==> config.mk <==
export PLATFORM = sky130hd
export DESIGN_NAME = dz_countdown_ctrl
export DESIGN_NICKNAME = d
export VERILOG_FILES = /design/src/rtl/dz_pkg.sv /design/src/rtl/dz_prescaler.sv /design/src/rtl/dz_countdown_ctrl.sv
export SDC_FILE = /design/constraint.sdc
export NUM_CORES = 1
export LEC_CHECK = 0
export ABC_AREA = 1
export CORE_MARGIN = 10
export CORE_UTILIZATION = 57
export CTS_BUF_LIST = sky130_fd_sc_hd__clkbuf_4 sky130_fd_sc_hd__clkbuf_8
export DETAILED_ROUTE_END_ITERATION = 7
export PLACE_DENSITY_LB_ADDON = 0.1
export SYNTH_ARGS = -nofsm -noshare
export SYNTH_HDL_FRONTEND = slang
export SYNTH_SLANG_ARGS = --single-unit
==> constraint.sdc <==
create_clock -name clk -period 1.8 [get_ports clk]
set_clock_uncertainty 0.05 [all_clocks]
set_input_delay 0.27 -clock clk [delete_from_list [all_inputs] [get_ports clk]]
set_output_delay 0.27 -clock clk [all_outputs]
set_load 0.1 [all_outputs]
==> src/rtl/dz_pkg.sv <==
// Shared types, colour codes and helpers for the dot-matrix countdown sequencer.
package dz_pkg;

    typedef enum logic [1:0] {
        ST_IDLE  = 2'd0,
        ST_RUN   = 2'd1,
        ST_PAUSE = 2'd2,
        ST_DONE  = 2'd3
    } dz_state_e;

    localparam logic [1:0] COL_OFF = 2'd0;
    localparam logic [1:0] COL_RED = 2'd1;
    localparam logic [1:0] COL_GRN = 2'd2;
    localparam logic [1:0] COL_YEL = 2'd3;

    function automatic logic [1:0] next_color(input logic [1:0] cur);
        logic [1:0] nxt;
        case (cur)
            COL_RED: nxt = COL_GRN;
            COL_GRN: nxt = COL_YEL;
            COL_YEL: nxt = COL_RED;
            default: nxt = COL_RED;
        endcase
        return nxt;
    endfunction

    function automatic logic [7:0] row_onehot(input logic [2:0] sel);
        logic [7:0] onehot;
        onehot = 8'b0000_0001 << sel;
        return onehot;
    endfunction

endpackage

==> src/rtl/dz_prescaler.sv <==
// Modulo-N counter with enable and synchronous clear; tick is high on the enabled terminal count.
module dz_prescaler #(
    parameter int unsigned N = 10
) (
    input  logic clk,
    input  logic rst,
    input  logic en,
    input  logic clr,
    output logic tick
);

    localparam int unsigned W = (N > 1) ? $clog2(N) : 1;
    localparam logic [W-1:0] LAST = W'(N - 1);

    logic [W-1:0] cnt_r;

    assign tick = en && (cnt_r == LAST);

    // Count 0..N-1 while enabled, holding otherwise; clear wins over enable.
    always_ff @(posedge clk or negedge rst) begin
        if (!rst) begin
            cnt_r <= '0;
        end else if (clr) begin
            cnt_r <= '0;
        end else if (en) begin
            if (cnt_r == LAST) begin
                cnt_r <= '0;
            end else begin
                cnt_r <= cnt_r + W'(1);
            end
        end else begin
            cnt_r <= cnt_r;
        end
    end

endmodule

==> src/rtl/dz_countdown_ctrl.sv <==
// Countdown sequencer: run/pause/done FSM, digit and colour registers, and row-scan strobe.
module dz_countdown_ctrl
    import dz_pkg::*;
#(
    parameter int unsigned SEC_DIV   = 50_000_000,
    parameter int unsigned SCAN_DIV  = 5_000,
    parameter int unsigned START_NUM = 5
) (
    input  logic       clk,
    input  logic       rst,
    input  logic       start,
    input  logic       pause,
    input  logic       clear,
    output logic [2:0] num,
    output logic [1:0] color,
    output logic [2:0] row_sel,
    output logic [7:0] row,
    output logic       running,
    output logic       done
);

    localparam logic [2:0] START_VAL = 3'(START_NUM);

    dz_state_e state_r;
    logic      sec_tick_s;
    logic      sec_en_s;
    logic      sec_clr_s;
    logic      scan_tick_s;

    // The second counter only advances in RUN; it freezes in PAUSE and is zeroed elsewhere.
    assign sec_en_s  = (state_r == ST_RUN);
    assign sec_clr_s = start || clear || (state_r == ST_IDLE) || (state_r == ST_DONE);

    dz_prescaler #(.N(SEC_DIV)) u_sec_div (
        .clk  (clk),
        .rst  (rst),
        .en   (sec_en_s),
        .clr  (sec_clr_s),
        .tick (sec_tick_s)
    );

    dz_prescaler #(.N(SCAN_DIV)) u_scan_div (
        .clk  (clk),
        .rst  (rst),
        .en   (1'b1),
        .clr  (1'b0),
        .tick (scan_tick_s)
    );

    // Control FSM with registered digit, colour, running and done outputs.
    always_ff @(posedge clk or negedge rst) begin
        if (!rst) begin
            state_r <= ST_IDLE;
            num     <= START_VAL;
            color   <= COL_RED;
            running <= 1'b0;
            done    <= 1'b0;
        end else begin
            done <= 1'b0;
            if (clear) begin
                state_r <= ST_IDLE;
                num     <= START_VAL;
                color   <= COL_RED;
                running <= 1'b0;
            end else if (start) begin
                state_r <= ST_RUN;
                num     <= START_VAL;
                color   <= COL_RED;
                running <= 1'b1;
            end else begin
                case (state_r)
                    ST_IDLE: begin
                        num     <= START_VAL;
                        color   <= COL_RED;
                        running <= 1'b0;
                    end
                    ST_RUN: begin
                        // A tick coinciding with pause is still consumed so no step is lost.
                        if (sec_tick_s && (num == 3'd0)) begin
                            state_r <= ST_DONE;
                            color   <= COL_OFF;
                            running <= 1'b0;
                            done    <= 1'b1;
                        end else begin
                            if (sec_tick_s) begin
                                num   <= num - 3'd1;
                                color <= next_color(color);
                            end else begin
                                num   <= num;
                                color <= color;
                            end
                            if (pause) begin
                                state_r <= ST_PAUSE;
                                running <= 1'b0;
                            end else begin
                                state_r <= ST_RUN;
                                running <= 1'b1;
                            end
                        end
                    end
                    ST_PAUSE: begin
                        if (pause) begin
                            state_r <= ST_RUN;
                            running <= 1'b1;
                        end else begin
                            state_r <= ST_PAUSE;
                            running <= 1'b0;
                        end
                    end
                    ST_DONE: begin
                        num     <= 3'd0;
                        color   <= COL_OFF;
                        running <= 1'b0;
                    end
                    default: begin
                        state_r <= ST_IDLE;
                        num     <= START_VAL;
                        color   <= COL_RED;
                        running <= 1'b0;
                    end
                endcase
            end
        end
    end

    // Row scan runs in every state; row is kept as the registered decode of row_sel.
    always_ff @(posedge clk or negedge rst) begin
        if (!rst) begin
            row_sel <= 3'd0;
            row     <= 8'b0000_0001;
        end else if (scan_tick_s) begin
            row_sel <= row_sel + 3'd1;
            row     <= row_onehot(row_sel + 3'd1);
        end else begin
            row_sel <= row_sel;
            row     <= row;
        end
    end

endmodule

# Word level (Yosys, flattened, before mapping)
# Index checks and enable logic that the tools add are counted.
[totals] reg_bits=59 input_bits=5 out_inout_bits=18 elab_cells=68
[op_classes] n_addsub=4 n_eq_ne=10 n_shift=1 muxes=31 n_reduce_logical=13
[op_table] operator="two-way mux 26 bit" count=3
[op_table] operator="adder 26 x 1 -> 26 bit (second input constant)" count=1
[op_table] operator="== test 26 bit (second input constant)" count=1
[op_table] operator="two-way mux 2 bit" count=9
[op_table] operator="adder 13 x 1 -> 13 bit (second input constant)" count=1
[op_table] operator="== test 13 bit (second input constant)" count=1
[op_table] operator="two-way mux 13 bit" count=1
[op_table] operator="two-way mux 3 bit" count=4
[op_table] operator="two-way mux 1 bit" count=9
[op_table] operator="one-hot mux 3 bit (3 select lines)" count=1
[op_table] operator="!= test 4 bit (second input constant)" count=2
[op_table] operator="one-hot mux 2 bit (2 select lines)" count=2
[op_table] operator="left shift 1 x 3 -> 8 bit (first input constant)" count=1
[op_table] operator="== test 2 bit (second input constant)" count=3
[op_table] operator="one-hot mux 2 bit (3 select lines)" count=1
[op_table] operator="!= test 5 bit (second input constant)" count=1
[op_table] operator="nonzero test 5 bit" count=1
[op_table] operator="== test 2 x 1 -> 1 bit (second input constant)" count=2
[op_table] operator="nonzero test 4 bit" count=1
[op_table] operator="adder 3 x 1 -> 3 bit (second input constant)" count=1
[op_table] operator="logical NOT 3 bit" count=1
[op_table] operator="logical OR 1 bit" count=3
[op_table] operator="one-hot mux 1 bit (3 select lines)" count=1
[op_table] operator="AND reduction 3 bit" count=1
[op_table] operator="6 further kinds" count=7

# Longest topological paths before layout
# Gate-level depths: netlist of run 1.
[logic_depth] ltp_word=7 depth_mapped=12 ltp_nobuf=12

# Modules after synthesis
# A second synthesis of run 1 with hierarchy kept.
[hier_totals] cells_unflattened=520 hier_area_um2=3719.8
[modules_own_cells] mod="dz_prescaler at u_sec_div" instances=1 cells_per_inst=246 area_each_um2=1687.9 seq_area_each_um2=650.6
[modules_own_cells] mod="dz_countdown_ctrl" instances=1 cells_per_inst=149 area_each_um2=1191.1 seq_area_each_um2=505.5
[modules_own_cells] mod="dz_prescaler at u_scan_div" instances=1 cells_per_inst=125 area_each_um2=840.8 seq_area_each_um2=325.3

# Worst setup path before layout of run 1
# No wires, ideal clock.
[synth_timing] path_kind="reg2reg" from="register row_sel[1]" to="register row[5]" setup_ns=0.083 arrival_time_ns=1.801 required_time_ns=1.667 slack_ns=-0.133 path_stages_with_launch=5 path_buffers=0 period_less_slack_ns=1.933 path_cell_list="dfrtp_1 -> ha_1 -> xnor2_1 -> or2_1 -> o21ai_0"
[synth_via] elab_chain_len=2
[synth_rtl] element="start, declared" line="dz_countdown_ctrl.sv:16" text="output logic [2:0] row_sel,"
[synth_rtl] element="start signal, assigned" line="dz_countdown_ctrl.sv:132" text="row_sel <= row_sel + 3'd1;"
[synth_rtl] element="start signal, assigned" line="dz_countdown_ctrl.sv:135" text="row_sel <= row_sel;"
[synth_rtl] element="adder 3 x 1 -> 3 bit" line="dz_countdown_ctrl.sv:133" text="row <= row_onehot(row_sel + 3'd1);"
[synth_rtl] element="left shift 1 x 3 -> 8 bit" line="dz_pkg.sv:29" text="onehot = 8'b0000_0001 << sel;"
[synth_rtl] element="end signal, assigned" line="dz_countdown_ctrl.sv:133"
[synth_rtl] element="end signal, assigned" line="dz_countdown_ctrl.sv:136" text="row <= row;"
[synth_rtl] element="end, declared" line="dz_countdown_ctrl.sv:17" text="output logic [7:0] row,"
# No other way between the ends.
# A chain may end at the register's enable or synchronous reset.

# Worst setup path after layout of run 1
[layout_timing] from="register u_sec_div.cnt_r[0]" to="register u_sec_div.cnt_r[14]"
[layout_via] elab_chain_len=4 word_cells_on_any_way=5 classes_between="add/sub (1); eq/ne (1); mux (3)"
[layout_rtl] element="start, declared" line="dz_prescaler.sv:15" text="logic [W-1:0] cnt_r;"
[layout_rtl] element="start signal, assigned" line="dz_prescaler.sv:29" text="cnt_r <= cnt_r + W'(1);"
[layout_rtl] element="start signal, assigned" line="dz_prescaler.sv:32" text="cnt_r <= cnt_r;"
[layout_rtl] element="adder 26 x 1 -> 26 bit / == test 26 bit (equally long branches)" line="dz_prescaler.sv:29, dz_prescaler.sv:26"
[layout_rtl] element="two-way mux 26 bit *" line="dz_prescaler.sv:26" text="if (cnt_r == LAST) begin"
[layout_rtl] element="two-way mux 26 bit *" line="dz_prescaler.sv:25" text="end else if (en) begin"
[layout_rtl] element="two-way mux 26 bit *" line="dz_prescaler.sv:23" text="end else if (clr) begin"
# Every way passes the cells marked *; elsewhere a longest branch is shown, timed or not. The select of a mux whose other input is x is not followed.

==> qor.yml, run 1 <==
fin_cells: 581
synth_edf_count: 0
grt.total_usage_pct: 17.0
vias: 3107
cap_violations: 0
dp.cells: 562
rsz0062_at_grt: "true"
die_area_sq_mm: 0.00964
critPathMaxStageDelay_ns: 0.38
p_int_mw: 2.25
drive_gt1_share_pct: 19.8
ys_types: 40
p_sw_share_pct: 26.2
crit_arrival_ns: 1.90
hold_path_class: "primary input to asynchronous set/reset pin"
dpl_cell_area_sq_mm: 0.00410
routed_wl_mm: 8.11
power.total_mw: 3.04
r2r_slack_ns: 0.08
drt_iter0_drc: 249
num-fill-cells: 445
crit_end: "u_sec_div.cnt_r[14]"
setup.worst_path.class: "flip-flop to flip-flop"
synth_warnings: 0
dpl_worst_slack_ns: 0.00324
period_needed_ns: 1.72
wl_per_cell_um: 14.0
power_frac_comb_pct: 13.4
setup_violations: 0
yosys_register_bits: 59
worst_pin_slew_ns: 0.393
final_common_cell: "nand2_1"
peakVddDrop_uv: 538
grt_max_degree: 32
die_x_um: 98.2
path_clk_slew_ns: 0.07
multiInputGateArea_sq_mm: 0.00175
syn_area_per_cell_sq_um: 7.72
drv_slew: 0
power_switching_uw: 798
cp-start-kind: "flip-flop"
synth_flop_cell: "dfrtp_1"
seq_area_frac_synth_pct: 42.5
area_delta_synth_final_pct: 26.3
dp_hpwl_mm: 6.23
cp_slowest_cell: "dfrtp_1"
relSlewSlack_pct: 73.8
htree_num_levels: 3
path_cells: "ha_2 > nand2_1 > nor2_4 > buf_6 > nand2_4 > nor2_4 > nand3b_1 > xor2_1 > nor2_1"
antenna_found_initial: 0
hold_violations: 0
cp_common_cell: "nor2_4"
numCtsBuffers: 9
viasPerCell: 5.35
fmaxAchievable_mhz: 583
power.share.clock_pct: 40.8
die_y_um: 98.2
pwr-share-seq_pct: 45.8
timing.rr.end: "u_sec_div.cnt_r[14]"
period_share_pct: 95.3
drcViolationCount: 0
fin_util_pct: 74.3
netlist_instances: 451
startpoint: "u_sec_div.cnt_r[0]"
synth_area_sq_mm: 0.00348
cts_tree: "yes"
fp.coreArea_sq_mm: 0.00592
grt_pass1_wl_mm: 13.8
io_pins: 23
cts_sinks: 59
rows: 28
grt_pass1_vias: 3069
grt_overflow: 0
final_cell_mix: "104 x nand2_1, 64 x inv_1, 52 x dfrtp_1, 47 x nor2_1, 29 x nand3_1"
drt_first_pass_iters: 5
ant_nets: 0
cp-end-kind: "flip-flop"
synth_nets: 470
p_per_area_mw_per_mm2: 692
critPathRequiredTime_ns: 1.98
cts_root_buf: "clkbuf_8"
p_leak_nw: 2.11
status: "finished, final reports clean"
place.gp.congestion: 0.962
cp_max_fo: 5
insertedDiodeCount: 0
setup_ws_ns: 0.0839
cts_buffer_depth: 2
port_buffers: 22
start_util_pct: 58.8
design_area_sq_mm: 0.00440
clock_latency_ns: 0.34
final_nets: 521
rr_worst_depth: 9
r2r-start: "u_sec_div.cnt_r[0]"
seq_area_sq_mm: 0.00149
async_flop_share_pct: 100
==> synthesized netlist by cell type (all sizes together), types with 2 or more instances <==
master,count,share of area [%]
nor3,17,2.9
nand4,16,3.1
buf,4,0.83
xor2,12,3.0
inv,69,7.6
xnor2,2,0.50
nand3,30,4.5
o21ai,27,3.9
nand2,114,13
dfstp,4,3.0
dfrtp,55,40
nor2,60,8.2
ha,14,5.0
nand3b,2,0.43
a21oi,12,1.7
o211a,2,0.57
==> registers in the layout (all words and copies together) (netlist names), 2 cells and up <==
signal            count
state_r               2
color                 2
row_sel               3
u_scan_div.cnt_r     13
row                   8
num                   3
u_sec_div.cnt_r      26
==> through the flow <==
| stage | hold slack, ns | setup TNS (ns) |
|---|---|---|
| floorplan | -0.0756 | 0 |
| global placement | 0.165 | 0 |
| detailed placement | 0.168 | 0 |
| CTS | 0.346 | 0 |
| global route | 0.354 | -0.176 |
| finish | 0.331 | 0 |
==> metal layers <==
layer  track usage [%]  vias up  routed length (um)
met1              20.5     1464                3560
li1                  -     1542                   -
met2              27.4       89                3940
met3              5.21       12                 496
met5                 0        -                   0
met4              7.28        0                 115
==> final cells by class <==
cell class	instances	area share (%)
Inverter	70	6.23
Tap cell	75	2.13
Clock buffer	13	3.78
Clock inverter	2	0.796
Sequential cell	59	33.8
Multi-Input combinational cell	317	39.8
Timing Repair Buffer	45	13.4
==> worst min path at each step <==
stage,start,end,slack [ns],cells after the start
finish,rst,u_sec_div.cnt_r[17],0.33,2
global placement,rst,u_sec_div.cnt_r[25],0.16,1
CTS,rst,u_sec_div.cnt_r[17],0.35,2
detailed placement,rst,u_sec_div.cnt_r[25],0.17,1
global route,rst,u_sec_div.cnt_r[3],0.35,2
floorplan,rst,color[1],-0.08,0
==> cells by family (layout without fill, tap and decap cells) <==
logic type | count (synthesis) | after routing | synth area share, %
AND/OR/NAND/NOR | 244 | 244 | 33.2
XOR/XNOR | 14 | 14 | 3.52
adder cells (fa/ha/maj) | 14 | 14 | 5.03
AO/OA/AOI/OAI | 45 | 45 | 7.01
buffers and inverters | 75 | 130 | 8.66
flip-flops | 59 | 59 | 42.5
==> power groups by stage <==
stage               logic, mW  clock network, mW  registers, mW
floorplan               0.140                  0           1.51
global placement        0.372                  0           1.42
detailed placement      0.382                  0           1.42
CTS                     0.385               1.25           1.40
global route            0.444               1.32           1.40
finish                  0.408               1.24           1.40
==> what timing repair did <==
| item | 4_1_cts | 5_1_grt |
|---|---|---|
| hold endpoints to repair | 14 | 0 |
| hold buffers | 1 | 0 |
| setup endpoints to repair | 0 | 26 |
| gates resized for setup | 0 | 18 |
| setup buffers | 0 | 3 |
==> worst max-delay path, delay by kind of cell, from the launching register on <==
| kind | cells | cell delay, ns |
|---|---|---|
| buffers and inverters | 1 | 0.14 |
| and+or+nand+nor | 6 | 0.67 |
| xor gates and xnor gates | 1 | 0.17 |
| adders and majority gates | 1 | 0.19 |
| DFF | 1 | 0.38 |
No activity file was read; power rests on OpenSTA's default activity.
==> run 2: changes to the inputs <==
--- a/config.mk
+++ b/config.mk
@@ -6,11 +6,12 @@
 export NUM_CORES = 1
 export LEC_CHECK = 0
 export ABC_AREA = 1
-export CORE_MARGIN = 10
+export CORE_MARGIN = 8
 export CORE_UTILIZATION = 57
 export CTS_BUF_LIST = sky130_fd_sc_hd__clkbuf_4 sky130_fd_sc_hd__clkbuf_8
 export DETAILED_ROUTE_END_ITERATION = 7
 export PLACE_DENSITY_LB_ADDON = 0.1
+export SKIP_LAST_GASP = 1
 export SYNTH_ARGS = -nofsm -noshare
 export SYNTH_HDL_FRONTEND = slang
 export SYNTH_SLANG_ARGS = --single-unit
==> run 2 against run 1 <==
Effect of this change:
- total power is 1.9% higher
- first-iteration DRC count is 10% lower
- global-route usage grew 2.9 points
- critical path depth is the same
- fmax decreased by 1.8%
- combinational power rose by 2%
- sequential cell count unchanged
- critical endpoint is now u_sec_div.cnt_r[18]
- largest power group unchanged
- count of clock-buffer cells in the layout is 1 lower
- register-to-register slack worse by 0.03 ns
- sequential power about the same
==> qor.yml, run 2 (synthesis gave the netlist of run 1 again) <==
status: "finished, final reports clean"
place.gp.congestion: 0.917  # -4.7%
path_clk_slew_ns: 0.07  # about the same
dpl_cell_area_sq_mm: 0.00409  # -0.18%
power.share.clock_pct: 41.6  # +0.8 points
wl_per_cell_um: 13.9  # -0.11%
ant_nets: 0  # unchanged
grt_pass1_wl_mm: 14.0  # +1.9%
viasPerCell: 5.36  # +0.32%
cp-end-kind: "flip-flop"
vias: 3149  # +1.4%
worst_pin_slew_ns: 0.391  # -0.00204 ns
crit_arrival_ns: 1.97  # +0.07 ns
die_x_um: 94.2  # -4.1%
largest_reg_flops: 26  # unchanged
setup.worst_path.class: "flip-flop to flip-flop"
numCtsBuffers: 9  # unchanged
grt_max_degree: 45  # +41%
p_int_mw: 2.27  # +0.91%
cts_buffer_depth: 2  # unchanged
fp.coreArea_sq_mm: 0.00592  # unchanged
p_per_area_mw_per_mm2: 696  # +0.55%
port_buffers: 22  # unchanged
antenna_found_initial: 0  # unchanged
cp-start-kind: "flip-flop"
clock_latency_ns: 0.35  # about the same
hold_violations: 0  # unchanged
critPathRequiredTime_ns: 2.03  # +0.05 ns
p_leak_nw: 2.14  # +1.5%
setup_violations: 0  # unchanged
relSlewSlack_pct: 73.9  # +0.14 points
drt_first_pass_iters: 5  # unchanged
rsz0062_at_grt: "true"
dp_hpwl_mm: 5.86  # -5.9%
cap_violations: 0  # unchanged
cp_max_fo: 5  # unchanged
final_nets: 526  # +0.96%
drcViolationCount: 0  # unchanged
power_switching_uw: 836  # +4.7%
grt_overflow: 0  # unchanged
final_cell_mix: "101 x nand2_1, 64 x inv_1, 52 x dfrtp_1, 47 x nor2_1, 28 x nand3_1"
drive_gt1_share_pct: 21.5  # +1.7 points
period_needed_ns: 1.75  # +0.0315 ns
htree_num_levels: 3  # unchanged
rows: 28  # unchanged
io_pins: 23  # unchanged
final_common_cell: "nand2_1"
hold_path_class: "primary input to asynchronous set/reset pin"
die_y_um: 94.2  # -4.1%
area_delta_synth_final_pct: 28.0
reg.largest.list: "u_sec_div.cnt_r x26, u_scan_div.cnt_r x13, row x8"
cts_tree: "yes"
critPathMaxStageDelay_ns: 0.38  # about the same
cts_sinks: 59  # unchanged
period_share_pct: 97.1  # +1.7 points
cts_root_buf: "clkbuf_8"
grt.total_usage_pct: 19.8  # +2.9 points
path_cells: "ha_2 > nand2_2 > nor2_4 > buf_6 > nand2_4 > nor2_4 > nand2_2 > xor2_2 > o21ai_1"
num-fill-cells: 431  # -3.1%
cp_slowest_cell: "dfrtp_1"
routed_wl_mm: 8.18  # +0.93%
drv_slew: 0  # unchanged
top_register: "u_sec_div.cnt_r"
die_area_sq_mm: 0.00887  # -8.0%
hold_ws_ns: 0.319  # -0.0123 ns
dpl_worst_slack_ns: 0.0442  # +0.0409 ns
start_util_pct: 58.8  # unchanged
pwr-share-seq_pct: 45.0  # -0.8 points
grt_pass1_vias: 3104  # +1.1%
setup_ws_ns: 0.0524  # -0.0315 ns
insertedDiodeCount: 0  # unchanged
design_area_sq_mm: 0.00446  # +1.3%
fmaxAchievable_mhz: 572  # -1.8%
drt_iter0_drc: 223  # -10%
p_sw_share_pct: 26.9  # +0.72 points
power_frac_comb_pct: 13.5  # about the same
peakVddDrop_uv: 553  # +2.8%
run 2: changes by cell type in the layout (fill, tap and decap cells not counted), moves of 2 or more:
cell and change:
buf_4 +5, nand2_1 -3, nand2_2 +3, clkbuf_4 -2, nand3_2 +2
run 2: path summary, 6_finish.rpt:
| check | start | endpoint | slack [ns] | cells past startpoint |
|---|---|---|---|---|
| worst max-delay path | u_sec_div.cnt_r[0] | u_sec_div.cnt_r[18] | 0.05 | 9 |
| worst max register to register | u_sec_div.cnt_r[0] | u_sec_div.cnt_r[18] | 0.05 | 9 |
| worst min register to register | u_scan_div.cnt_r[2] | u_scan_div.cnt_r[2] | 0.44 | 1 |
| max in group asynchronous | rst | row[0] | 0.75 | 3 |
| min in group clk | u_scan_div.cnt_r[2] | u_scan_div.cnt_r[2] | 0.44 | 1 |
| worst min-delay path | rst | u_sec_div.cnt_r[19] | 0.32 | 2 |
run 2: metrics by stage:
stage / utilization (%) / power, mW / std cells / TNS (ns)
global placement: 69.1 / 1.79 / 561 / 0
floorplan: - / 1.65 / 451 / 0
detailed placement: 69.1 / 1.80 / 561 / 0
CTS: 72.9 / 3.08 / 578 / 0
finish: 75.3 / 3.10 / 587 / 0
global route: 75.3 / 3.22 / 587 / -0.118
run 2: per-layer routing:
metal  wire length (um)  global-route usage, %
met5                  0                      0
met3                374                   3.20
met2               3950                   32.0
met4                197                   10.2
met1               3660                   24.9
run 2: cell type report:
type                       instances  area, sq um  share of cell area [%]
inverter                          70          275                    6.17
clock buffer                      12          165                    3.70
sequential                        59         1490                    33.4
timing repair buffer              50          628                    14.1
tap                               75         93.8                    2.10
clock inverter                     4         47.5                    1.07
multi-input combinational        317         1760                    39.5
run 2: critical path, delay by kind of cell, from the launching register on:
family,cells,cell delay [ns]
xor+xnor,1,0.18
fa+ha+maj,1,0.20
compound gates,1,0.13
flops,1,0.38
simple gates,5,0.60
buf+inv,1,0.14
run 2: power by group through the flow:
stage / Combinational [mW] / Sequential, mW / Clock, mW
2_1_floorplan: 0.140 / 1.51 / 0
3_3_place_gp: 0.371 / 1.42 / 0
3_5_place_dp: 0.375 / 1.42 / 0
4_1_cts: 0.379 / 1.40 / 1.31
5_1_grt: 0.452 / 1.40 / 1.37
6_report: 0.418 / 1.39 / 1.29
run 2: what timing repair did:
item,CTS,global route
endpoints found under the setup margin,0,25
buffers inserted,0,9
resized for setup,0,22
hold buffers,1,0
hold endpoints to repair,12,0
